$ cat src/rtl/lfsr8_sched.sv
// Shares one 8-bit Fibonacci LFSR between two requesters: round-robin grant,
// N steps per grant, result byte returned with a one-cycle done pulse.
module lfsr8_sched #(
    parameter logic [7:0] SEED_INIT = 8'h01
) (
    input  logic       clk,
    input  logic       rst,
    input  logic       seed_we,
    input  logic [7:0] seed,
    output logic       seed_err,
    input  logic       req0,
    input  logic [3:0] steps0,
    input  logic       req1,
    input  logic [3:0] steps1,
    output logic [1:0] gnt,
    output logic       busy,
    output logic       done,
    output logic [7:0] dout
);

    typedef enum logic [1:0] {IDLE, RUN, DONE} state_t;

    state_t      state_q, state_d;
    logic [7:0]  lfsr_q, lfsr_d;
    logic        last_q, last_d;
    logic [1:0]  gnt_q, gnt_d;
    logic [4:0]  cnt_q, cnt_d;
    logic [7:0]  dout_q, dout_d;
    logic        seed_err_q, seed_err_d;
    logic        win1;
    logic [3:0]  win_steps;

    // Byte is {q1..q8}, so q_k sits at bit 8-k; taps q8,q6,q5,q3 -> bits 0,2,3,5.
    function automatic logic [7:0] lfsr_step(input logic [7:0] v);
        logic fb;
        fb = v[0] ^ v[2] ^ v[3] ^ v[5];
        return {fb, v[7:1]};
    endfunction

    always_comb begin
        state_d    = state_q;
        lfsr_d     = lfsr_q;
        last_d     = last_q;
        gnt_d      = gnt_q;
        cnt_d      = cnt_q;
        dout_d     = dout_q;
        seed_err_d = 1'b0;
        // On a tie the requester that was not served last wins.
        win1       = (req0 && req1) ? ~last_q : req1;
        win_steps  = win1 ? steps1 : steps0;

        case (state_q)
            IDLE: begin
                if (seed_we) begin
                    lfsr_d = (seed == 8'h00) ? SEED_INIT : seed;
                end else if (req0 || req1) begin
                    gnt_d   = win1 ? 2'b10 : 2'b01;
                    cnt_d   = (win_steps == 4'd0) ? 5'd16 : {1'b0, win_steps};
                    state_d = RUN;
                end
            end
            RUN: begin
                seed_err_d = seed_we;
                lfsr_d     = lfsr_step(lfsr_q);
                cnt_d      = cnt_q - 5'd1;
                if (cnt_q == 5'd1) begin
                    dout_d  = lfsr_d;
                    state_d = DONE;
                end
            end
            DONE: begin
                seed_err_d = seed_we;
                last_d     = gnt_q[1];
                gnt_d      = 2'b00;
                state_d    = IDLE;
            end
            default: begin
                state_d = IDLE;
            end
        endcase
    end

    always_ff @(posedge clk) begin
        if (rst) begin
            state_q    <= IDLE;
            lfsr_q     <= SEED_INIT;
            last_q     <= 1'b1;
            gnt_q      <= 2'b00;
            cnt_q      <= 5'd0;
            dout_q     <= 8'h00;
            seed_err_q <= 1'b0;
        end else begin
            state_q    <= state_d;
            lfsr_q     <= lfsr_d;
            last_q     <= last_d;
            gnt_q      <= gnt_d;
            cnt_q      <= cnt_d;
            dout_q     <= dout_d;
            seed_err_q <= seed_err_d;
        end
    end

    assign gnt      = gnt_q;
    assign busy     = (state_q != IDLE);
    assign done     = (state_q == DONE);
    assign dout     = dout_q;
    assign seed_err = seed_err_q;

endmodule

$ cat config.mk
export PLATFORM = sky130hd
export DESIGN_NAME = lfsr8_sched
export DESIGN_NICKNAME = d
export VERILOG_FILES = /design/src/rtl/lfsr8_sched.sv
export SDC_FILE = /design/constraint.sdc
export NUM_CORES = 1
export LEC_CHECK = 0
export ABC_AREA = 1
export CAP_MARGIN = 25
export CORE_MARGIN = 5
export CORE_UTILIZATION = 44
export DETAILED_ROUTE_END_ITERATION = 12
export PLACE_DENSITY = 0.79
export RECOVER_POWER = 50
export SETUP_SLACK_MARGIN = 0.3
export SYNTH_ARGS = -nofsm -noshare
export SYNTH_HDL_FRONTEND = slang
export SYNTH_SLANG_ARGS = --single-unit
$ cat constraint.sdc
create_clock -name clk -period 1.2 [get_ports clk]
set_input_delay 0.12 -clock clk [delete_from_list [all_inputs] [get_ports clk]]
set_output_delay 0.12 -clock clk [all_outputs]
set_load 0.01 [all_outputs]
# ---- Yosys cells after proc, flatten, opt, wreduce, memory -nomap -nowiden
# Index checks and enable logic that the tools add are counted.
dict set report op_classes {
  addsub 1
  eq_ne 7
  muxes 17
  n_bitwise 5
  n_reduce_logical 15
}
# op count
set ops {}
lappend ops {{two-way mux 8 bit} 2}
lappend ops {{one-hot mux 8 bit (2 select lines)} 1}
lappend ops {{two-way mux 5 bit} 3}
lappend ops {{two-way mux 2 bit} 6}
lappend ops {{one-hot mux 5 bit (2 select lines)} 1}
lappend ops {{AND reduction 3 bit} 3}
lappend ops {{logical NOT 8 bit} 1}
lappend ops {{inequality test 2 bit (second input constant)} 4}
lappend ops {{one-hot mux 2 bit (2 select lines)} 2}
lappend ops {{nonzero test 2 bit} 3}
lappend ops {{equality test 5 x 1 -> 1 bit (second input constant)} 1}
lappend ops {{subtractor 5 x 1 -> 5 bit (second input constant)} 1}
lappend ops {{logical NOT 4 bit} 1}
lappend ops {{two-way mux 4 bit} 1}
lappend ops {{AND reduction 2 bit} 2}
lappend ops {{OR reduction 2 bit} 2}
lappend ops {{XOR 1 bit} 3}
lappend ops {{equality test 2 x 1 -> 1 bit (second input constant)} 1}
lappend ops {{equality test 2 bit (second input constant)} 1}
lappend ops {{logical NOT 2 bit} 1}
lappend ops {{inverter 1 bit} 2}
lappend ops {{logical AND 1 bit} 1}
lappend ops {{logical OR 1 bit} 1}
lappend ops {{two-way mux 1 bit} 1}
dict set report word_totals {
  regBits 27
  input_bits 21
  output_inout_bits 13
  word_cells 52
}

# ---- Depth between registers and ports, before layout
dict set report depth {
  ltp_word 8
  depth_mapped 11
  depth_no_buf 10
}

# ---- Worst setup path after synthesis
# Ideal clock, no wire load.
dict set report synth_path {
  kind {register -> register}
  start {reg state_q[0]}
  end {reg gnt_q[1], in the netlist gnt[1]}
  setup_time_ns 0.113
  arrival_time_ns 1.166
  t_required_ns 1.087
  path_slack_ns -0.079
  stages_incl_launch_ff 9
  path_buffers 0
  period_less_slack_ns 1.279
  path_cell_list {dfxtp_1 inv_1 ha_1 nand2_1 nand2_1 a21oi_2 o21ai_0 nand2_1 nor2_1}
}
dict set report synth_between {
  elab_chain_len 3
  word_cells_on_any_way 7
  cone_classes {3 x eq/ne; 1 x mux; 3 x reduce/logical}
}
# item line
set synth_rtl {}
lappend synth_rtl {{start, declared} 23} ;# state_t state_q, state_d;
lappend synth_rtl {{start signal, assigned} 93} ;# state_q <= state_d;
lappend synth_rtl {{equality test 2 bit or logical NOT 2 bit (tied branches)} 52} ;# case (state_q)
lappend synth_rtl {{nonzero test 2 bit (no line) or inequality test 2 bit (tied branches)} --}
lappend synth_rtl {{AND reduction 3 bit (no line)} --}
lappend synth_rtl {{end signal, assigned} 96} ;# gnt_q <= gnt_d;
lappend synth_rtl {{end, declared} 26} ;# logic [1:0] gnt_q, gnt_d;
# Several ways; a longest one is shown, not always the timed one.
# A chain may end at the register's enable or synchronous reset.

# ---- Final worst setup path
dict set report layout_path {
  start {reg state_q[1]}
  end {reg cnt_q[0]}
}
dict set report layout_between {
  elab_chain_len 3
  word_cells_on_any_way 7
  cone_classes {3 x eq/ne; 1 x mux; 3 x reduce/logical}
}
# item line
set layout_rtl {}
lappend layout_rtl {{equality test 2 x 1 -> 1 bit or logical NOT 2 bit (tied branches)} 52}
lappend layout_rtl {{nonzero test 2 bit (no line) or inequality test 2 bit (tied branches)} --}
lappend layout_rtl {{AND reduction 3 bit (no line)} --}
lappend layout_rtl {{end signal, assigned} 97} ;# cnt_q <= cnt_d;
lappend layout_rtl {{end, declared} 27} ;# logic [4:0] cnt_q, cnt_d;
# Several ways; a longest one is shown, not always the timed one.

==> impl_metrics.json <==
{
  "status": "finished, violations left",
  "violations": "negative setup slack",
  "postSynthCellCount": 204,
  "skew_ns": 0.0197,
  "synth_top_family_by_area": "simple AND/OR/NAND/NOR gates",
  "yosysTopAreaCell": "dfxtp_1",
  "finalHoldViolCount": 0,
  "yosys.area_share.simple_pct": 30.8,
  "tritoncts": "built",
  "worstPathRequired_ns": 1.43,
  "critPathBufInv": 2,
  "drv_cap": 0,
  "rsz0062_at_grt": "true",
  "mostFrequentLayoutCells": "46 x nand2_1, 27 x nor2_1, 20 x clkdlybuf4s50_1, 19 x buf_4, 16 x buf_6",
  "ys_seq_area_share_pct": 38.6,
  "worstMarginPinSlew_ns": 0.227,
  "slew_headroom_pct": 84.8,
  "wl_per_cell_um": 11.8,
  "syn_nets": 230,
  "die_area_um2": 4410,
  "initial_core_util_pct": 45.9,
  "numCtsBuffers": 3,
  "clkTransAtPathRegs_ns": 0.17,
  "p_leak_nw": 0.924,
  "fmax_mhz": 720,
  "drive_above_1_share_pct": 35.8,
  "drtAntennaViolNets": 0,
  "mostFrequentLayoutCell": "nand2_1",
  "synth_compound_area_share_pct": 16.3,
  "muxShareOfSynthArea_pct": 0,
  "path_class": "flop to flop",
  "clockBufferDepth": 2,
  "netlist_area_um2": 1400,
  "finalCoreUtilization_pct": 70.8,
  "grt_first_pass_wirelength_um": 5910,
  "core-area_um2": 3050,
  "via_per_inst": 4.88,
  "cts_hold_buf": 0,
  "critPathTopFamily": "flip-flops",
  "finalCritPeriodShare_pct": 116,
  "crit_path_end_kind": "flop",
  "path_cells": "inv_2, ha_4, buf_6, nor2_4, nand3b_1, a21oi_1, a21oi_1",
  "grtUsageTotal_pct": 17.2,
  "max_stage_delay_ns": 0.37,
  "grt_max_degree": 21,
  "n_antenna_cell": 0,
  "syn_avg_cell_area_um2": 6.86,
  "synth-seq-cells": 27,
  "nets": 287,
  "powerDensity_nw_per_um2": 1510,
  "final_max_slew_viol_count": 0,
  "setup_viol": 27,
  "die_w_um": 66.4,
  "worstPathArrival_ns": 1.62,
  "crit_path_frequent_cell": "a21oi_1",
  "crit_path_top_delay_cell": "dfxtp_2",
  "syn2layout_area_growth_pct": 54.3,
  "detail_route.first_pass.iterations": 4,
  "path_max_fanout": 5,
  "drtIter0Drc": 55,
  "grt_pass1_vias": 1379,
  "yosys-top-cells-area": "dfxtp_1 39%, nand2_1 14%, nor2_1 8.0%",
  "drc_errors": 0,
  "total_power_mw": 3.27,
  "placementRows": 20,
  "fill_cells": 233,
  "ir_drop_uv": 1130,
  "cts_root_buf": "clkbuf_4",
  "finalCriticalPeriod_ns": 1.39,
  "place.detailed.hpwl_um": 2460,
  "hold_ws_ns": 0.338,
  "yosysWarnings": 0,
  "layout_setup_ws_ns": -0.188,
  "worst_skew_pair.late_latency_ns": 0.35,
  "finalWirelength_um": 3590,
  "place_congestion": 0.870,
  "placement.io_buffers": 33,
  "routed-via-count": 1484,
  "clock_sinks": 27,
  "synth_cell_types": 24,
  "startpoint_type": "flop",
  "pin_count": 34,
  "antenna_found_initial": 0,
  "grt.overflow.total": 0,
  "synth_fa_ha_area_share_pct": 4.47,
  "hold_path.class": "input port to flop",
  "synthXorXnorAreaFrac_pct": 1.25,
  "die_h_um": 66.4,
  "synth_top_area_share_pct": 38.6,
  "htreeDepth": 1
}
## worst register-to-register path, delay by kind of cell, from the launching register on
kind / cells / cell delay [ns]
compound gates: 2 / 0.26
buf+inv: 2 / 0.20
fa+ha+maj: 1 / 0.17
simple gates: 2 / 0.29
flops: 1 / 0.37
## synthesized netlist by cell type
library cell	instances
nand2_1	52
nor2_1	30
dfxtp_1	27
inv_1	16
o21ai_0	16
nand3_1	15
a21oi_1	12
a31oi_1	6
ha_1	5
buf_2	4
o21ai_1	4
buf_6	2
nor2_2	2
or2_2	2
xnor2_1	2
a211oi_2	1
a21oi_2	1
buf_4	1
clkbuf_1	1
inv_4	1
nand3b_1	1
nor2_4	1
nor3_1	1
o21ai_2	1
## cells by family (layout without fill, tap and decap cells)
family	after synthesis	count (layout)
AO/OA/AOI/OAI	41	41
AND/OR/NAND/NOR	104	104
flip-flops	27	27
XOR/XNOR	2	2
adder cells (fa/ha/maj)	5	5
buffers and inverters	25	81
## final timing paths
check	to	start	slack, ns	cells past startpoint
max	cnt_q[0]	state_q[1]	-0.19	7
min	lfsr_q[4]	seed[4]	0.34	3
max reg2reg	cnt_q[0]	state_q[1]	-0.19	7
min reg2reg	lfsr_q[6]	lfsr_q[7]	0.50	2
## report_power, final
group          leakage, nW  total, mW  internal, mW  switching, mW
Sequential           0.228       1.20          1.07          0.129
Combinational        0.683       1.64         0.821          0.824
Clock               0.0139      0.427         0.128          0.299
Total                0.924       3.27          2.02           1.25
## per-layer routing
| metal | routed length (µm) | GRT usage [%] | vias up | share of wire, % |
|---|---|---|---|---|
| met3 | 110 | 1.87 | 7 | 3.1 |
| met1 | 1640 | 22.4 | 670 | 46 |
| met5 | 0 | 0 | - | 0 |
| li1 | - | - | 776 | - |
| met2 | 1770 | 28.1 | 31 | 49 |
| met4 | 72 | 8.12 | 0 | 2.0 |
## through the flow
| stage | instances | instance area, µm² | setup slack (ns) | TNS [ns] |
|---|---|---|---|---|
| 2_1_floorplan | 204 | 1450 | 0.00190 | 0 |
| 3_3_place_gp | 292 | 1960 | -0.110 | -1.41 |
| 3_5_place_dp | 292 | 1960 | -0.145 | -2.25 |
| 4_1_cts | 302 | 2100 | -0.148 | -3.00 |
| 5_1_grt | 304 | 2160 | -0.289 | -6.53 |
| 6_report | 304 | 2160 | -0.188 | -3.63 |
## sequential cells by signal, summed over array words and instances (netlist names)
| name | count |
|---|---|
| cnt_q | 5 |
| dout | 8 |
| gnt | 2 |
| last_q | 1 |
| lfsr_q | 8 |
| seed_err | 1 |
| state_q | 2 |
## timing repair
item	4_1_cts	5_1_grt
setup buffers	6	2
resized for setup	86	19
pin swaps	6	9
setup endpoints to repair	39	40
## layout make-up
type / count / area, µm² / share of cell area, %
clock buffers: 3 / 22.5 / 1.04
clock inverters: 1 / 7.51 / 0.347
inverters: 17 / 68.8 / 3.18
multi-input cells: 152 / 850 / 39.3
flip-flops and latches: 27 / 558 / 25.8
well taps: 44 / 55.1 / 2.55
repair buffers: 60 / 599 / 27.7
No activity file was read; power rests on OpenSTA's default activity.
